==> config.mk <==
export PLATFORM = sky130hd
export DESIGN_NAME = hazard_stall_controller
export DESIGN_NICKNAME = d
export VERILOG_FILES = /design/src/rtl/hazard_stall_controller.sv
export SDC_FILE = /design/constraint.sdc
export NUM_CORES = 1
export LEC_CHECK = 0
export ABC_CLOCK_PERIOD_IN_PS = 2900
export CORE_MARGIN = 2
export CORE_UTILIZATION = 35
export CTS_CLUSTER_DIAMETER = 150
export DETAILED_ROUTE_END_ITERATION = 6
export HOLD_SLACK_MARGIN = 0.15
export PLACE_DENSITY = 0.82
export SKIP_CTS_REPAIR_TIMING = 1
export SLEW_MARGIN = 20
export SYNTH_ARGS = -nofsm -noshare
export SYNTH_HDL_FRONTEND = slang
export SYNTH_SLANG_ARGS = --single-unit
==> constraint.sdc <==
create_clock -name Clk -period 2.9 [get_ports Clk]
set_input_delay 0.58 -clock Clk [delete_from_list [all_inputs] [get_ports Clk]]
set_output_delay 0.58 -clock Clk [all_outputs]
set_load 0.005 [all_outputs]
==> src/rtl/hazard_stall_controller.sv <==
// hazard_stall_controller: pipeline sequencing for the 5-stage MIPS datapath.
// Decides each cycle whether PC, IF/ID, ID/EX and EX/MEM advance, hold,
// flush or take a bubble. Covers load-use stalls, taken-branch flushes and
// multi-cycle mul/div occupancy of EX.
// Optional build macro HAZARD_PERF_CNT_EN adds StallCycles/FlushCount
// performance counters.
module hazard_stall_controller #(
  parameter int unsigned MUL_LAT = 4,
  parameter int unsigned CNT_W   = 4
) (
  input  logic       Clk,
  input  logic       Reset,
  input  logic [4:0] ID_Rs,
  input  logic [4:0] ID_Rt,
  input  logic       ID_UsesRt,
  input  logic       ID_IsMulDiv,
  input  logic       EX_MemRead,
  input  logic [4:0] EX_WriteReg,
  input  logic       EX_BranchTaken,
  output logic       PCHold,
  output logic       IFIDHold,
  output logic       IFIDFlush,
  output logic       IDEXHold,
  output logic       IDEXBubble,
  output logic       EXMEMBubble,
  output logic       Busy
`ifdef HAZARD_PERF_CNT_EN
  ,
  output logic [31:0] StallCycles,
  output logic [15:0] FlushCount
`endif
);

  typedef enum logic {
    RUN      = 1'b0,
    MUL_WAIT = 1'b1
  } state_t;

  // Remaining EX occupancy loaded when a mul/div issues.
  localparam logic [CNT_W-1:0] LAT_M1 = CNT_W'(MUL_LAT - 1);

  state_t           state_q, state_d;
  logic [CNT_W-1:0] cnt_q, cnt_d;
  logic             load_use;

  // $0 is hardwired to zero, so a load targeting it never creates a hazard.
  assign load_use = EX_MemRead && (EX_WriteReg != 5'd0) &&
                    ((EX_WriteReg == ID_Rs) ||
                     (ID_UsesRt && (EX_WriteReg == ID_Rt)));

  // State and occupancy counter register.
  always_ff @(posedge Clk) begin
    if (Reset) begin
      state_q <= RUN;
      cnt_q   <= '0;
    end else begin
      state_q <= state_d;
      cnt_q   <= cnt_d;
    end
  end

  // Next-state and stage-control decode; reset forces every control low.
  always_comb begin
    state_d     = state_q;
    cnt_d       = cnt_q;
    PCHold      = 1'b0;
    IFIDHold    = 1'b0;
    IFIDFlush   = 1'b0;
    IDEXHold    = 1'b0;
    IDEXBubble  = 1'b0;
    EXMEMBubble = 1'b0;
    Busy        = 1'b0;
    if (!Reset) begin
      unique case (state_q)
        RUN: begin
          if (EX_BranchTaken) begin
            // Instruction in ID is on the wrong path: its hazards are moot.
            IFIDFlush  = 1'b1;
            IDEXBubble = 1'b1;
          end else if (load_use) begin
            PCHold     = 1'b1;
            IFIDHold   = 1'b1;
            IDEXBubble = 1'b1;
          end else if (ID_IsMulDiv && (MUL_LAT > 1)) begin
            state_d = MUL_WAIT;
            cnt_d   = LAT_M1;
          end
        end
        MUL_WAIT: begin
          PCHold      = 1'b1;
          IFIDHold    = 1'b1;
          IDEXHold    = 1'b1;
          EXMEMBubble = 1'b1;
          Busy        = 1'b1;
          cnt_d       = cnt_q - CNT_W'(1);
          if (cnt_q == CNT_W'(1)) begin
            state_d = RUN;
            cnt_d   = '0;
          end
        end
        default: begin
          state_d = RUN;
          cnt_d   = '0;
        end
      endcase
    end
  end

`ifdef HAZARD_PERF_CNT_EN
  logic [31:0] stall_cycles_q;
  logic [15:0] flush_count_q;

  // Performance counters; both wrap naturally at their width.
  always_ff @(posedge Clk) begin
    if (Reset) begin
      stall_cycles_q <= '0;
      flush_count_q  <= '0;
    end else begin
      if (PCHold)    stall_cycles_q <= stall_cycles_q + 32'd1;
      if (IFIDFlush) flush_count_q  <= flush_count_q + 16'd1;
    end
  end

  assign StallCycles = stall_cycles_q;
  assign FlushCount  = flush_count_q;
`endif

endmodule
==> impl_metrics.tcl, run 1 <==
set metrics [dict create \
    core_mm2 0.00127 \
    synth_nets 80 \
    place_hpwl_um 890 \
    cp.required_ps 2320 \
    fin_worst_hold_slack_ps 482 \
    powerDensity_mw_per_mm2 339 \
    cp-start-kind "primary input" \
    port-buffer-count 27 \
    slowest_delay_ps 530 \
    grt_pass1_vias 459 \
    fin_crit_ps 2760 \
    switchingPower_mw 0.0762 \
    grt_pass1_wl_um 1720 \
    cts_buffer_depth 2 \
    firstDrtPassIters 2 \
    synth-seq-cells 5 \
    grt_usage_pct 15.7 \
    num_vias 514 \
    internal_power_mw 0.189 \
    ys_seq_area_share_pct 21.8 \
    rows 13 \
    maxSlewViolCount 0 \
    yosysWarnings 0 \
    hold_violations 0 \
    drive_gt1_share_pct 12.6 \
    synthToLayoutAreaGrowth_pct 70.6 \
    p_leak_nw 0.358 \
    final_cells 102 \
    cp_slowest_cell "clkdlybuf4s50_1" \
    grt_max_degree 10 \
    drc 0 \
    max_slew.worst_pin.slew_ps 344 \
    synth.avg_cell_area_um2 8.06 \
    ant_nets 0 \
    utilization_pct 61.7 \
    regArea_um2 100 \
    finalSetupViolations 0 \
    wl_um 1060 \
    cts_root_buffer "clkbuf_4" \
    fillCellCount 126 \
    ios 28 \
    status "complete, no violations" \
    multi_input_area_um2 314 \
    placed_cell_area_um2 747 \
    syn_inst 57 \
    netlist_area_um2 459 \
    cts_sinks 5 \
    grt.overflow.total 0 \
    clock_skew_ps 2.36 \
    start_util_pct 36.2 \
    dp_slack_ps -302 \
    min_path_type "reg -> reg" \
    synth_cell_types 30 \
    cap_viol_max_count 0 \
    worst_skew_pair.late_latency_ps 240 \
    via_per_inst 5.04 \
    die_area_mm2 0.00162 \
    p_seq_share_pct 32.1 \
    grt_setup_unrepaired "no" \
    fin_area_um2 783 \
    cp-end-kind "output port" \
    drtIter0Drc 5 \
    cp_max_fo 3 \
    cts_tree "built" \
    period_share_pct 95.2 \
    dieHeight_um 40.2 \
    pwr-share-comb_pct 37.0 \
    clk_pin_slew_worst_paths_ps 40 \
    die_w_um 40.2 \
    switching_share_pct 28.7 \
    critPathKind "in -> out" \
    insertedDiodeCount 0 \
    nNetsFinal 111 \
    wl_per_cell_um 10.4 \
    fmax_mhz 362 \
    path_cells "clkdlybuf4s50_1 > xnor2_1 > nand3_1 > nor3_1 > buf_4 > o21bai_1 > o31ai_2 > dlymetal6s2s_1" \
    gp_congestion 0.688 \
    layout_setup_ws_ps 140 \
    antenna_found_initial 0 \
    p_clk_share_pct 30.9 \
    cts_buffers 3 \
    ir_drop_mv 0.161 \
    htree_levels 1 \
    maxSlewHeadroom_pct 77.0 \
    worstPathArrival_ps 2180 \
    dp_cells 98 \
]
-- final cells by class --
type / count / share of cell area [%]
clock buffer: 4 / 3.35
inverter: 5 / 2.40
multi-input combinational: 42 / 40.1
sequential: 5 / 12.8
tap: 15 / 2.40
timing repair buffer: 31 / 39.0
-- sequential cells by signal (all words and copies together) (netlist names) --
register,flops
cnt_q,4
state_q,1
-- cell usage in the layout, fill, tap and decap left out, types with 2 or more instances in the layout --
master | Yosys | layout
clkdlybuf4s50_1 | 0 | 22
xor2_1 | 6 | 6
inv_1 | 5 | 5
dfxtp_1 | 5 | 5
xnor2_1 | 4 | 4
dlymetal6s2s_1 | 0 | 4
buf_4 | 3 | 4
nor3_1 | 3 | 3
a31oi_1 | 3 | 3
a21oi_1 | 3 | 3
clkbuf_4 | 0 | 3
o31ai_2 | 1 | 2
nand2_1 | 2 | 2
o21a_1 | 2 | 2
ha_1 | 2 | 2
-- logic make-up (layout without fill, tap and decap cells) --
family                     Yosys count  count (layout)  share of synthesized area (%)
AOI/OAI and AO/OA                   15              15                           24.0
xor gates and xnor gates            10              10                           19.1
adders and majority gates            2               2                           5.45
buffers and inverters               10              40                           10.9
DFF                                  5               5                           21.8
and+or+nand+nor                     15              15                           18.8
-- worst paths after layout --
path,startpoint,end,slack (ps),depth (start not counted)
max,EX_WriteReg[4],PCHold,140,8
min,cnt_q[1],cnt_q[1],480,1
max reg2reg,cnt_q[2],cnt_q[3],1770,4
min reg2reg,cnt_q[1],cnt_q[1],480,1
-- cells in the mapped netlist (all sizes together) --
| cell | n | area share (%) |
|---|---|---|
| xor2 | 6 | 11 |
| dfxtp | 5 | 22 |
| inv | 5 | 4.1 |
| buf | 4 | 6.0 |
| xnor2 | 4 | 7.6 |
| a21oi | 3 | 3.3 |
| a31oi | 3 | 4.1 |
| nor3 | 3 | 3.3 |
| ha | 2 | 5.4 |
| nand2 | 2 | 1.6 |
| o21a | 2 | 3.3 |
| o31ai | 2 | 4.4 |
| a211oi | 1 | 1.6 |
| and2 | 1 | 1.4 |
| and3 | 1 | 1.4 |
| clkbuf | 1 | 0.82 |
| nand2b | 1 | 1.4 |
| nand3 | 1 | 1.1 |
| nand3b | 1 | 1.6 |
| nand4b | 1 | 1.9 |
| nor2 | 1 | 0.82 |
| nor4 | 1 | 1.4 |
| o21ai | 1 | 1.9 |
| o21bai | 1 | 1.6 |
| o311ai | 1 | 1.9 |
| o32ai | 1 | 1.9 |
| or3 | 1 | 1.4 |
| or4 | 1 | 1.6 |
-- per-stage QoR --
stage | power [mW] | TNS (ps)
detailed placement | 0.186 | -829
global route | 0.286 | 0
global placement | 0.183 | -745
finish | 0.266 | 0
floorplan | 0.136 | 0
CTS | 0.271 | -828
-- power groups by stage --
| stage | clock [mW] | sequential, mW | combinational, mW |
|---|---|---|---|
| 3_3_place_gp | 0 | 0.0859 | 0.0970 |
| 3_5_place_dp | 0 | 0.0864 | 0.0999 |
| 4_1_cts | 0.0859 | 0.0851 | 0.100 |
| 2_1_floorplan | 0 | 0.0819 | 0.0536 |
| 6_report | 0.0820 | 0.0853 | 0.0983 |
| 5_1_grt | 0.0896 | 0.0862 | 0.110 |
-- worst max-delay path: cells and delay by family --
family / cells / cell delay [ps]
buffers and inverters: 3 / 840
AOI/OAI and AO/OA: 2 / 340
xor gates and xnor gates: 1 / 130
and+or+nand+nor: 2 / 290
-- routing by layer --
layer  GRT usage [%]  share of wire (%)
met5               0                  0
met2            31.5                 54
met4            5.00                  0
met3            3.89                 10
met1            15.2                 36
Note: power is estimated with default switching activity, not from simulation.
==> inputs of run 2 (changes only) <==
SLEW_MARGIN = 10   (was 20)
==> results of run 2 <==
Same layout as run 1: the final DEF is identical, and so are final timing and power.
==> edit 1, RTL diff (config.mk and constraints of run 2) <==
The option `HAZARD_PERF_CNT_EN` is turned on by a define.
--- a/src/rtl/hazard_stall_controller.sv
+++ b/src/rtl/hazard_stall_controller.sv
@@ -5,4 +5,6 @@
 // Optional build macro HAZARD_PERF_CNT_EN adds StallCycles/FlushCount
 // performance counters.
+`define HAZARD_PERF_CNT_EN
+
 module hazard_stall_controller #(
   parameter int unsigned MUL_LAT = 4,
Behaviour (old outputs only; new: FlushCount and StallCycles): unchanged (Yosys induction, for registers that start in step).
==> edit 1 against run 2 <==
  * Hold slack better by 0.016 ns
  * Total power grew to 5.3 times the old value
  * Wire length grew to 7.1 times the old value
  * Synthesized cell count grew to 5.8 times the old value
  * Area after synthesis rose to 5.9 times the old value
  * Critical path depth fell by 1
  * Cell area grew to 4.8 times the old value
  * Sequential cell count is 48 higher
  * Worst setup slack better by 0.033 ns
  * Largest cell class unchanged
==> edit 1: results (changes against run 2) <==
Result of the run: finished clean (unchanged). The maximum net fanout on the critical path is 2 (was 3). The max-slew headroom at the worst pin is 70.75% (was 76.95%). The share of total power in the clock network is 35.3% (was 30.9%).

The largest net degree at the start of global routing is 36 (was 10). The worst-case clock buffer depth came to 2 (unchanged). The total track usage is 17.55% (was 15.66%). The final routed wirelength across all metal layers came out at 7528 um (was 1061 um). The power drawn by the clock network is 500 uW (was 82.0 uW). The register clock-pin slew on the reported worst setup and hold paths came to 0.09 ns (was 0.04 ns). The final net count came to 442 (was 111). The number of buffers added by the clock tree synthesis step came out at 5 (was 3). The number of levels the H-tree was split into is 2 (was 1). The leakage power total came out at 1.336 nW (was 0.3583 nW).

The vias after detailed routing came out at 2,803 (was 514). The final worst clock skew came out at 0.01491 ns (was 0.002361 ns). The number of cells produced by synthesis came out at 331 (was 57). The post-placement cell area came out at 3636 um2 (was 747.0 um2). The detailed-route wire length per cell came to 14.56 um (was 10.40 um). The utilization after layout came out at 51.39% (was 61.74%). The first-pass GRT wire length is 12,370 um (was 1718 um). The flip-flop count of the largest register after layout came out at 32 (was 4).

The clock network latency to the later pin of the worst-skew pair is 0.31 ns (was 0.24 ns). The post-place setup slack came to -0.3664 ns (was -0.3020 ns). The cell count after placement came out at 507 (was 98).

The number of DRC violations after detailed-routing iteration 0 was 137 (was 5). The estimated wirelength of the detail-placed design is 5450 um (was 890.4 um). Top cells by instance count after synthesis: sky130_fd_sc_hd__dfxtp_1 (53), sky130_fd_sc_hd__a21oi_1 (35), sky130_fd_sc_hd__nor2_1 (27) (was sky130_fd_sc_hd__xor2_1 (6), sky130_fd_sc_hd__dfxtp_1 (5), sky130_fd_sc_hd__inv_1 (5)). The count of unique library cells instantiated by Yosys is 40 (was 30). Largest cells by area after synthesis: sky130_fd_sc_hd__dfxtp_1 (39%), sky130_fd_sc_hd__a21oi_1 (6.5%), sky130_fd_sc_hd__xor2_1 (6.2%) (was sky130_fd_sc_hd__dfxtp_1 (22%), sky130_fd_sc_hd__xor2_1 (11%), sky130_fd_sc_hd__xnor2_1 (7.6%)).

The first-pass detailed-route iteration total came out at 4 (was 2). The fill cell total of the finished layout is 712 (was 126). The routability congestion estimate is 0.8374 (was 0.6882). The net switching power came out at 334.0 uW (was 76.25 uW).

The cell at the root of the clock tree is sky130_fd_sc_hd__clkbuf_8 (was sky130_fd_sc_hd__clkbuf_4). The share of layout cells above drive strength 1 was 8.612% (was 12.64%). The maximum ir drop on the vdd rail came to 0.2444 mV (was 0.1612 mV). The number of global-route vias before repair came out at 2,724 (was 459). The power drawn by the combinational cells came out at 161 uW (was 98.3 uW).

The share of synthesized area occupied by flip-flops and latches is 39.39% (was 21.80%). The number of nets in the synthesized netlist came out at 356 (was 80). The largest incremental delay on the critical path is 0.41 ns (was 0.53 ns). The quantity of I/O buffers inserted on ports came to 75 (was 27).

The post-route worst setup slack came to 0.1732 ns (was 0.1400 ns).
==> edit 1: changes by cell type in the layout (fill, tap and decap cells not counted), moves of 15 or more <==
cell,run 2,this run
sky130_fd_sc_hd__dfxtp_1,5,53
sky130_fd_sc_hd__nand2_1,2,20
sky130_fd_sc_hd__buf_4,4,19
sky130_fd_sc_hd__clkdlybuf4s50_1,22,65
sky130_fd_sc_hd__o21ai_0,0,22
sky130_fd_sc_hd__nor2_1,1,26
sky130_fd_sc_hd__nand3_1,1,20
sky130_fd_sc_hd__a21oi_1,3,35
sky130_fd_sc_hd__or3_1,1,25
==> edit 1: path summary, 6_finish.rpt <==
kind,start,endpoint,slack [ns],cells past startpoint
setup / recovery,ID_Rt[3],PCHold,0.17,7
hold / removal,StallCycles[30],StallCycles[30],0.50,2
setup reg to reg,StallCycles[0],StallCycles[28],0.51,7
hold reg to reg,StallCycles[30],StallCycles[30],0.50,2
==> edit 1: logic make-up after synthesis <==
group,count (synthesis),synth area share (%)
AND/OR/NAND/NOR,141,28.84
flip-flops,53,39.39
multiplexers,2,0.7432
buffers and inverters,28,4.459
XOR/XNOR,24,7.803
AO/OA/AOI/OAI,79,16.91
adder cells (fa/ha/maj),4,1.858
==> edit 1: per-layer routing <==
metal | part of all wire, % | GRT usage (%) | wire length, um | vias up
li1 | - | - | - | 1378
met1 | 42 | 21.24 | 3186 | 1334
met2 | 50 | 31.19 | 3741 | 82
met3 | 6.7 | 4.519 | 507 | 9
met4 | 1.2 | 3.980 | 93 | 0
met5 | 0 | 0 | 0 | -
==> edit 1: area by class of cell <==
type	instances	area share (%)
Timing Repair Buffer	95	24.38
Sequential cell	53	28.01
Inverter	12	1.189
Multi-Input combinational cell	250	40.20
Clock buffer	6	1.916
Clock inverter	2	1.024
Tap cell	99	3.271
==> edit 2, RTL diff (settings of run 2) <==
Made on the original files. Register the output `EXMEMBubble`; this adds one clock of latency there. The other outputs are not delayed to match.
--- a/src/rtl/hazard_stall_controller.sv
+++ b/src/rtl/hazard_stall_controller.sv
@@ -40,4 +40,6 @@
   localparam logic [CNT_W-1:0] LAT_M1 = CNT_W'(MUL_LAT - 1);
 
+  logic EXMEMBubble_d;
+
   state_t           state_q, state_d;
   logic [CNT_W-1:0] cnt_q, cnt_d;
@@ -69,5 +71,5 @@
     IDEXHold    = 1'b0;
     IDEXBubble  = 1'b0;
-    EXMEMBubble = 1'b0;
+    EXMEMBubble_d = 1'b0;
     Busy        = 1'b0;
     if (!Reset) begin
@@ -91,5 +93,5 @@
           IFIDHold    = 1'b1;
           IDEXHold    = 1'b1;
-          EXMEMBubble = 1'b1;
+          EXMEMBubble_d = 1'b1;
           Busy        = 1'b1;
           cnt_d       = cnt_q - CNT_W'(1);
@@ -126,3 +128,7 @@
 `endif
 
+  always_ff @(posedge Clk) begin
+    EXMEMBubble <= EXMEMBubble_d;
+  end
+
 endmodule
Check against the original RTL: not equivalent (Yosys sat finds a counterexample within 4 cycles, from zero or initial values and one cycle with Reset high).
==> edit 2 against run 2 <==
  * Worst setup slack got worse by 0.015 ns
  * Wire length rose by 4.8%
  * Sequential share of layout area rose by 2.0 points
  * Total power rose by 4.7%
  * Sequential cell count rose by 1
  * Via count fell by 0.78%
  * Cell area rose by 3.8%
  * Area after synthesis rose by 2.7%
  * Global-route usage fell by 2.3 points
  * Register-to-register slack got worse by 0.02 ns
  * Synthesized cell count did not move
==> edit 2: results (changes against run 2) <==
Top cells by instance count after synthesis: sky130_fd_sc_hd__dfxtp_1 (6), sky130_fd_sc_hd__xor2_1 (6), sky130_fd_sc_hd__inv_1 (5) (was sky130_fd_sc_hd__xor2_1 (6), sky130_fd_sc_hd__dfxtp_1 (5), sky130_fd_sc_hd__inv_1 (5)). The leakage power total was 0.3630 nW (was 0.3583 nW). The post-placement cell area came to 774.5 um2 (was 747.0 um2).

The number of DRC violations after detailed-routing iteration 0 is 6 (was 5). The total met2 wirelength after detailed routing is 586 um (was 574 um). The met3 global-route usage came out at 3.261% (was 3.889%).

The met2 capacity usage during global routing is 26.59% (was 31.45%). The routability congestion estimate came out at 0.7452 (was 0.6882). The met1 layer wirelength in the final routing was 432 um (was 379 um). The fraction of power consumed by combinational cells came out at 36.2% (was 37.0%). The detailed-route wire length per cell is 10.80 um (was 10.40 um).

The maximum net fanout on the critical path came out at 2 (was 3). The count of antenna diodes in the layout came to 0 (unchanged). The final worst clock skew is 0.002920 ns (was 0.002361 ns).

The number of global-route vias before repair was 418 (was 459). The final design instance area without fill is 813.3 um2 (was 783.3 um2). The length of routed met3 wiring is 93 um (was 107 um).

The final net count is 113 (was 111). The first-pass GRT wire length is 1511 um (was 1718 um). Top flop regs: cnt_q: 4 flops, EXMEMBubble: 1 flops, state_q: 1 flops (was cnt_q: 4 flops, state_q: 1 flops). The quantity of I/O buffers inserted on ports is 27 (unchanged). The reported sequential group power came out at 100 uW (was 85.3 uW). The register-to-register setup slack came out at 1.75 ns (was 1.77 ns). The endpoint of the worst setup timing path is IDEXBubble (was PCHold).

Largest cells by area after synthesis: sky130_fd_sc_hd__dfxtp_1 (25%), sky130_fd_sc_hd__xor2_1 (11%), sky130_fd_sc_hd__xnor2_1 (7.4%) (was sky130_fd_sc_hd__dfxtp_1 (22%), sky130_fd_sc_hd__xor2_1 (11%), sky130_fd_sc_hd__xnor2_1 (7.6%)). The tightest hold margin came to 0.4849 ns (was 0.4824 ns). The post-place setup slack came out at -0.2653 ns (was -0.3020 ns). The fill cell total of the finished layout is 115 (was 126). The share of synthesized area occupied by flip-flops and latches is 25.46% (was 21.80%). The max-slew headroom at the worst pin came out at 77.02% (was 76.95%). The fraction of met1 tracks used by global routing is 13.92% (was 15.18%). The final routed wirelength across all metal layers is 1112 um (was 1061 um). The cell count after placement came out at 100 (was 98). The total track usage was 13.39% (was 15.66%). The achievable clock frequency is 360.3 MHz (was 362.3 MHz). The vias after detailed routing was 510 (was 514). The first-pass detailed-route iteration total came out at 3 (was 2). The maximum ir drop on the vdd rail was 0.2207 mV (was 0.1612 mV). The number of antenna violations at the first check in global routing came out at 0 (unchanged). Result of the run: finished clean (unchanged). The start point of the critical path is EX_WriteReg[3] (was EX_WriteReg[4]). The share of layout cells above drive strength 1 came out at 13.64% (was 12.64%).

The worst-case clock buffer depth is 2 (unchanged). The estimated wirelength of the detail-placed design came out at 904.9 um (was 890.4 um). The internal power summed over all cells came out at 200.8 uW (was 189.4 uW). The total design power came to 278.1 uW (was 265.6 uW).
==> edit 2: critical path, stage by stage <==
cell and delay, ns:
sky130_fd_sc_hd__clkdlybuf4s50_1 0.43, sky130_fd_sc_hd__buf_4 0.15, sky130_fd_sc_hd__or4_1 0.49, sky130_fd_sc_hd__o21ai_2 0.14, sky130_fd_sc_hd__o21bai_2 0.15, sky130_fd_sc_hd__a211oi_1 0.09
sky130_fd_sc_hd__dlymetal6s2s_1 0.17
==> edit 2: cell families after synthesis <==
kind of cell               Yosys count  share of synthesized area (%)
AOI/OAI and AO/OA                   15                          23.34
DFF                                  6                          25.47
and+or+nand+nor                     15                          18.31
buffers and inverters                9                          9.016
xor gates and xnor gates            10                          18.57
adders and majority gates            2                          5.304
==> edit 2: area by class of cell <==
| cell class | count | share of cell area, % |
|---|---|---|
| multi-input combinational | 42 | 39.08 |
| clock buffer | 3 | 2.769 |
| sequential | 6 | 14.77 |
| tap | 15 | 2.308 |
| timing repair buffer | 32 | 38.77 |
| inverter | 5 | 2.308 |
